**src/rtl/sha256_pkg.sv**
```systemverilog
// Shared definitions for the SHA-256 message padder: FSM states and
// block/padding constants.
package sha256_pkg;

  localparam int         BLOCK_BYTES = 64;
  localparam int         LEN_SLOT    = 56;
  localparam logic [7:0] PAD_BYTE    = 8'h80;

  typedef enum logic [2:0] {
    ST_FILL,
    ST_PAD80,
    ST_ZERO,
    ST_LEN,
    ST_ISSUE,
    ST_WAIT,
    ST_DONE
  } state_t;

endpackage

```
**src/rtl/sha256_block_buf.sv**
```systemverilog
// 512-bit block buffer for the SHA-256 padder. Each cycle it can write
// either one byte slot, or the whole 64-bit big-endian length field in
// slots 56..63. Byte slot 0 appears at o_data[511:504].
module sha256_block_buf
  import sha256_pkg::*;
(
  input  logic         clk,
  input  logic         rst_n,
  input  logic         i_byte_we,
  input  logic [5:0]   i_byte_idx,
  input  logic [7:0]   i_byte_data,
  input  logic         i_len_we,
  input  logic [63:0]  i_len,
  output logic [511:0] o_data
);

  logic [7:0] r_bytes [BLOCK_BYTES];

  // Slot storage. The length write takes priority; the FSM never
  // requests both writes in the same cycle.
  always_ff @(posedge clk or negedge rst_n) begin
    if (!rst_n) begin
      for (int i = 0; i < BLOCK_BYTES; i++) begin
        r_bytes[i] <= '0;
      end
    end else if (i_len_we) begin
      for (int i = 0; i < 8; i++) begin
        r_bytes[LEN_SLOT + i] <= i_len[63 - 8*i -: 8];
      end
    end else if (i_byte_we) begin
      r_bytes[i_byte_idx] <= i_byte_data;
    end
  end

  // Flatten the slots so byte 0 is the most significant byte.
  always_comb begin
    o_data = '0;
    for (int i = 0; i < BLOCK_BYTES; i++) begin
      o_data[511 - 8*i -: 8] = r_bytes[i];
    end
  end

endmodule

```
**src/rtl/sha256_msg_padder.sv**
```systemverilog
// SHA-256 message padder. Packs an input byte stream into 512-bit blocks,
// appends 0x80, zero fill and the 64-bit bit length, and hands each block
// to the compression core with a start pulse, waiting for the core's ready.
module sha256_msg_padder
  import sha256_pkg::*;
#(
  parameter int LEN_W = 64
) (
  input  logic         clk,
  input  logic         rst_n,
  input  logic [7:0]   in_data,
  input  logic         in_valid,
  input  logic         in_last,
  output logic         in_ready,
  output logic [511:0] blk_data,
  output logic         blk_start,
  output logic         blk_first,
  input  logic         core_ready,
  output logic         msg_done,
  output logic         busy
);

  localparam logic [5:0] PTR_LAST   = 6'(BLOCK_BYTES - 1);
  localparam logic [5:0] PTR_PRELEN = 6'(LEN_SLOT - 1);

  state_t           r_state;
  logic [5:0]       r_ptr;
  logic [LEN_W-1:0] r_bitlen;
  logic             r_first;
  logic             r_last_seen;
  logic             r_pad80_done;
  logic             r_final;

  state_t           w_state_nxt;
  logic [5:0]       w_ptr_nxt;
  logic [LEN_W-1:0] w_bitlen_nxt;
  logic             w_first_nxt;
  logic             w_last_seen_nxt;
  logic             w_pad80_done_nxt;
  logic             w_final_nxt;
  logic             w_byte_we;
  logic [7:0]       w_byte_data;
  logic             w_len_we;
  logic [63:0]      w_len64;

  assign w_len64 = 64'(r_bitlen);

  sha256_block_buf u_buf (
    .clk         (clk),
    .rst_n       (rst_n),
    .i_byte_we   (w_byte_we),
    .i_byte_idx  (r_ptr),
    .i_byte_data (w_byte_data),
    .i_len_we    (w_len_we),
    .i_len       (w_len64),
    .o_data      (blk_data)
  );

  // State register and control flags.
  always_ff @(posedge clk or negedge rst_n) begin
    if (!rst_n) begin
      r_state      <= ST_FILL;
      r_ptr        <= '0;
      r_bitlen     <= '0;
      r_first      <= 1'b1;
      r_last_seen  <= 1'b0;
      r_pad80_done <= 1'b0;
      r_final      <= 1'b0;
    end else begin
      r_state      <= w_state_nxt;
      r_ptr        <= w_ptr_nxt;
      r_bitlen     <= w_bitlen_nxt;
      r_first      <= w_first_nxt;
      r_last_seen  <= w_last_seen_nxt;
      r_pad80_done <= w_pad80_done_nxt;
      r_final      <= w_final_nxt;
    end
  end

  // Next-state, buffer write requests and handshake outputs.
  always_comb begin
    w_state_nxt      = r_state;
    w_ptr_nxt        = r_ptr;
    w_bitlen_nxt     = r_bitlen;
    w_first_nxt      = r_first;
    w_last_seen_nxt  = r_last_seen;
    w_pad80_done_nxt = r_pad80_done;
    w_final_nxt      = r_final;
    w_byte_we        = 1'b0;
    w_byte_data      = in_data;
    w_len_we         = 1'b0;
    in_ready         = 1'b0;
    blk_start        = 1'b0;
    blk_first        = 1'b0;
    msg_done         = 1'b0;

    case (r_state)
      ST_FILL: begin
        in_ready = 1'b1;
        if (in_valid) begin
          w_byte_we    = 1'b1;
          w_byte_data  = in_data;
          w_ptr_nxt    = r_ptr + 6'd1;
          w_bitlen_nxt = r_bitlen + LEN_W'(8);
          if (r_ptr == PTR_LAST) begin
            w_state_nxt     = ST_ISSUE;
            w_last_seen_nxt = in_last;
          end else if (in_last) begin
            w_state_nxt = ST_PAD80;
          end
        end
      end

      ST_PAD80: begin
        w_byte_we        = 1'b1;
        w_byte_data      = PAD_BYTE;
        w_pad80_done_nxt = 1'b1;
        w_ptr_nxt        = r_ptr + 6'd1;
        if (r_ptr == PTR_LAST) begin
          w_state_nxt = ST_ISSUE;
        end else if (r_ptr == PTR_PRELEN) begin
          w_state_nxt = ST_LEN;
        end else begin
          w_state_nxt = ST_ZERO;
        end
      end

      ST_ZERO: begin
        w_byte_we   = 1'b1;
        w_byte_data = 8'h00;
        w_ptr_nxt   = r_ptr + 6'd1;
        if (r_ptr == PTR_PRELEN) begin
          w_state_nxt = ST_LEN;
        end else if (r_ptr == PTR_LAST) begin
          w_state_nxt = ST_ISSUE;
        end
      end

      ST_LEN: begin
        w_len_we    = 1'b1;
        w_final_nxt = 1'b1;
        w_state_nxt = ST_ISSUE;
      end

      ST_ISSUE: begin
        blk_start   = 1'b1;
        blk_first   = r_first;
        w_state_nxt = ST_WAIT;
      end

      ST_WAIT: begin
        if (core_ready) begin
          w_first_nxt = 1'b0;
          w_ptr_nxt   = '0;
          if (r_final) begin
            w_state_nxt = ST_DONE;
          end else if (r_last_seen && !r_pad80_done) begin
            w_state_nxt = ST_PAD80;
          end else if (r_pad80_done) begin
            w_state_nxt = ST_ZERO;
          end else begin
            w_state_nxt = ST_FILL;
          end
        end
      end

      ST_DONE: begin
        msg_done         = 1'b1;
        w_bitlen_nxt     = '0;
        w_first_nxt      = 1'b1;
        w_last_seen_nxt  = 1'b0;
        w_pad80_done_nxt = 1'b0;
        w_final_nxt      = 1'b0;
        w_ptr_nxt        = '0;
        w_state_nxt      = ST_FILL;
      end

      default: begin
        w_state_nxt = ST_FILL;
      end
    endcase
  end

  assign busy = !((r_state == ST_FILL) && (r_ptr == 6'd0) && r_first);

endmodule
```
**config.mk**
```make
export PLATFORM = sky130hd
export DESIGN_NAME = sha256_msg_padder
export DESIGN_NICKNAME = d
export VERILOG_FILES = /design/src/rtl/sha256_pkg.sv /design/src/rtl/sha256_block_buf.sv /design/src/rtl/sha256_msg_padder.sv
export SDC_FILE = /design/constraint.sdc
export NUM_CORES = 1
export LEC_CHECK = 0
export CELL_PAD_IN_SITES_DETAIL_PLACEMENT = 2
export CELL_PAD_IN_SITES_GLOBAL_PLACEMENT = 2
export CORE_MARGIN = 2
export CORE_UTILIZATION = 36
export CTS_BUF_LIST = sky130_fd_sc_hd__clkbuf_4 sky130_fd_sc_hd__clkbuf_8
export DETAILED_ROUTE_END_ITERATION = 8
export PLACE_DENSITY = 0.9
export SKIP_CTS_REPAIR_TIMING = 1
export SYNTH_ARGS = -nofsm -noshare
export SYNTH_HDL_FRONTEND = slang
export SYNTH_HIERARCHICAL = 1
export SYNTH_SLANG_ARGS = --single-unit
```
**constraint.sdc**
```tcl
create_clock -name clk -period 3.3 [get_ports clk]
set_input_delay 0.66 -clock clk [delete_from_list [all_inputs] [get_ports clk]]
set_output_delay 0.66 -clock clk [all_outputs]
set_load 0.02 [all_outputs]
```
==> impl_metrics.toml <==
[cells_and_area]
fin_area_um2 = 34600
final_nets = 2528
fill_cells = 6492
syn2layout_area_growth_pct = 38.2
final_cells = 3523
layout-drive-gt1-share = 0.317

[worst_setup_path]
endpoint_kind = "primary output"
start_kind = "flip-flop"
reg2regPathDepth = 8
startpoint = "r_state[2]$_DFFE_PN0P_"
r2r_end = "r_bitlen[60]$_DFFE_PN0P_"
crit_type = "reg -> out"
r2r_start = "r_state[1]$_DFFE_PN0P_"
worst_ep_required_time_ns = 2.64
endpoint = "busy"
ff2ff_setup_slack_ns = 0.19
cp_data_arrival_time_ns = 2.55
crit_fanout = 13

[floorplan]
dieArea_um2 = 71700
io_pins = 530
placementRows = 96
die_h_um = 268
core_um2 = 68700
start_util = 0.365
die_w_um = 268

[yosys]
synth_top_family_by_area = "multiplexers"
synth_compound_area_frac = 0.0613
synthAdderAreaFrac = 0.00150
seq_area_frac_synth = 0.585
async_flop_share = 1.00
synth_area_um2 = 25100
yosysWarnings = 6
yosys-top-cells-area = "dfrtp_1 (58%), mux2_2 (19%), nor2b_1 (2.1%)"
synth_commonest_cells = "dfrtp_1 (585), mux2_2 (428), clkbuf_1 (89), a21oi_1 (85)"
ys_ff_latch = 586
synth_xor_area_frac = 0.0105
ys_types = 62
synth-edff-count = 0
synthFlopType = "dfrtp_1"
yosysMostFrequentCell = "dfrtp_1"
yosys.area.top_type = "dfrtp_1"
synth-simple-area-share = 0.113
syn_avg_cell_area_um2 = 13.3
synthMuxAreaShare = 0.204
yosys.area.top_type_share = 0.584
syn_inst = 1889

[detailed_routing]
ant_nets = 0
dr.pass1.iters = 7
drt_iter0_drc = 1385
detail_route.wl_per_cell_um = 33.9
drc_errors = 0
viasPerCell = 5.66
routed_wl_um = 120000
vias = 19900

[power_and_ir_drop]
pwr_density_cell_nw_per_um2 = 921
seq_power_share = 0.339
irDropWorstVdd_mv = 0.539
p_comb_frac = 0.429
clock_power_share = 0.232
p_leak_nw = 15.7
sw_frac_of_total = 0.425
p_int_w = 0.0184
p_switching_w = 0.0136

[clock_network]
cts_made_buffers = 102
clk_latency_ns = 0.74
htreeDepth = 3
cts.clk_slew.worst_paths_ns = 0.06
cts_tree = "done"
clock_sinks = 586
clockBufferDepth = 3
clockRootBuffer = "clkbuf_8"

[timing]
whs_ns = 0.500
setup_ws_ns = 0.0871
skew_ns = 0.0410
fmax_mhz = 311
setup_viol = 0
fin_crit_sh = 0.974
rsz0062_at_grt = "no"
finalSetupTns_ns = 0
worst_pin_slew_ns = 1.01
hold_viol = 0
finalMaxSlewViolations = 0
post-route-min-period_ns = 3.21
slew_headroom = 0.325

[placement]
pre_cts_ws_ns = -0.181
routabilityCongestion = 0.832
dp_cells = 3338
dpl_cell_area_um2 = 32400
portBuffers = 529
dpl.hpwl_um = 75700

[global_route]
grt.overflow.total = 0
antenna_found_initial = 7
grt_pass1_wl_um = 173000
grt_max_degree = 127
grt_usage = 0.332
grt_pass1_vias = 23100

[flow_run]
max-cap-violations = 0

[worst_hold_path]
min-delay-path-class = "reg -> reg"

[status]
status = "finished clean"
## layout by cell type, fill, tap and decap left out, drive strengths merged, types with 6 or more instances in the layout
master / synthesis / layout
a31oi: 48 / 48
nand2b: 10 / 10
clkbuf: 89 / 164
and2: 10 / 10
nand4: 25 / 25
clkinv: 0 / 11
nand3: 60 / 60
nand3b: 8 / 8
xor2: 18 / 18
nor4: 11 / 11
a21oi: 85 / 85
o21ai: 85 / 85
buf: 38 / 115
and3: 13 / 13
a221o: 11 / 11
xnor2: 12 / 12
dfrtp: 585 / 585
o31ai: 11 / 11
or4: 11 / 11
or3: 19 / 19
nand2: 36 / 36
nor3: 48 / 48
nor2: 51 / 51
a41oi: 6 / 6
clkdlybuf4s50: 0 / 527
nor2b: 84 / 84
mux2: 448 / 448
and4: 8 / 8
inv: 15 / 18
## critical path, stage by stage, from the launching register on
cell             delay (ns)
dfrtp_1                0.43
buf_4                  0.21
nor3_4                 0.37
nand4_1                0.14
clkdlybuf4s50_1        0.67
## metal layers
metal	part of all wire	up-vias	GRT usage
met2	0.52	865	0.588
met1	0.36	10700	0.375
met3	0.062	303	0.0715
met5	0.00023	-	0
li1	-	8061	-
met4	0.058	4	0.179
## cells by family (layout without fill, tap and decap cells)
family / count (synthesis) / after routing
and+or+nand+nor: 414 / 414
adders and majority gates: 3 / 3
AOI/OAI and AO/OA: 262 / 262
DFF: 586 / 586
buffers and inverters: 142 / 838
other: 1 / 8
xor gates and xnor gates: 30 / 30
muxes: 451 / 451
## metrics by stage
stage / utilization / power (W)
after global routing: 0.504 / 0.0328
final: 0.504 / 0.0319
after global placement: 0.472 / 0.0229
after floorplan: - / 0.0165
after CTS: 0.503 / 0.0319
after detailed placement: 0.472 / 0.0240
## layout make-up
type                    instances  area, um^2  area share
diodes                          5        12.5    0.000361
clock buffers                 164        2040      0.0589
clock inverters                15         150     0.00434
inverters                      15        56.3     0.00163
multi-input cells            1163        9880       0.285
flip-flops and latches        586       14700       0.424
well taps                     931        1160      0.0336
repair buffers                644        6660       0.192
## worst min path at each step
stage / from / endpoint / slack [ns] / cells after the start
after floorplan: rst_n / r_bitlen[10]$_DFFE_PN0P_ / 0.36 / 0
after global placement: u_buf/o_data[484]$_DFFE_PN0P_ / u_buf/o_data[484]$_DFFE_PN0P_ / 0.47 / 1
after detailed placement: u_buf/o_data[96]$_DFFE_PN0P_ / u_buf/o_data[96]$_DFFE_PN0P_ / 0.49 / 1
after CTS: rst_n / r_bitlen[22]$_DFFE_PN0P_ / -0.06 / 1
after global routing: u_buf/o_data[485]$_DFFE_PN0P_ / u_buf/o_data[485]$_DFFE_PN0P_ / 0.52 / 1
final: u_buf/o_data[466]$_DFFE_PN0P_ / u_buf/o_data[466]$_DFFE_PN0P_ / 0.50 / 1
## power groups by stage
stage / registers, W / logic [W] / clock network, W
after detailed placement: 0.0107 / 0.0133 / 0
after CTS: 0.0108 / 0.0136 / 0.00754
after global routing: 0.0110 / 0.0141 / 0.00781
after floorplan: 0.0123 / 0.00420 / 0
final: 0.0108 / 0.0137 / 0.00741
after global placement: 0.0103 / 0.0125 / 0
## registers in the layout, indices dropped and copies added, names as in the netlist
name          cells
u_buf/o_data    512
r_ptr             6
r_first           1
r_last_seen       1
r_bitlen         61
r_state           3
r_final           1
r_pad80_done      1
Power figures use the tool's default switching activity.
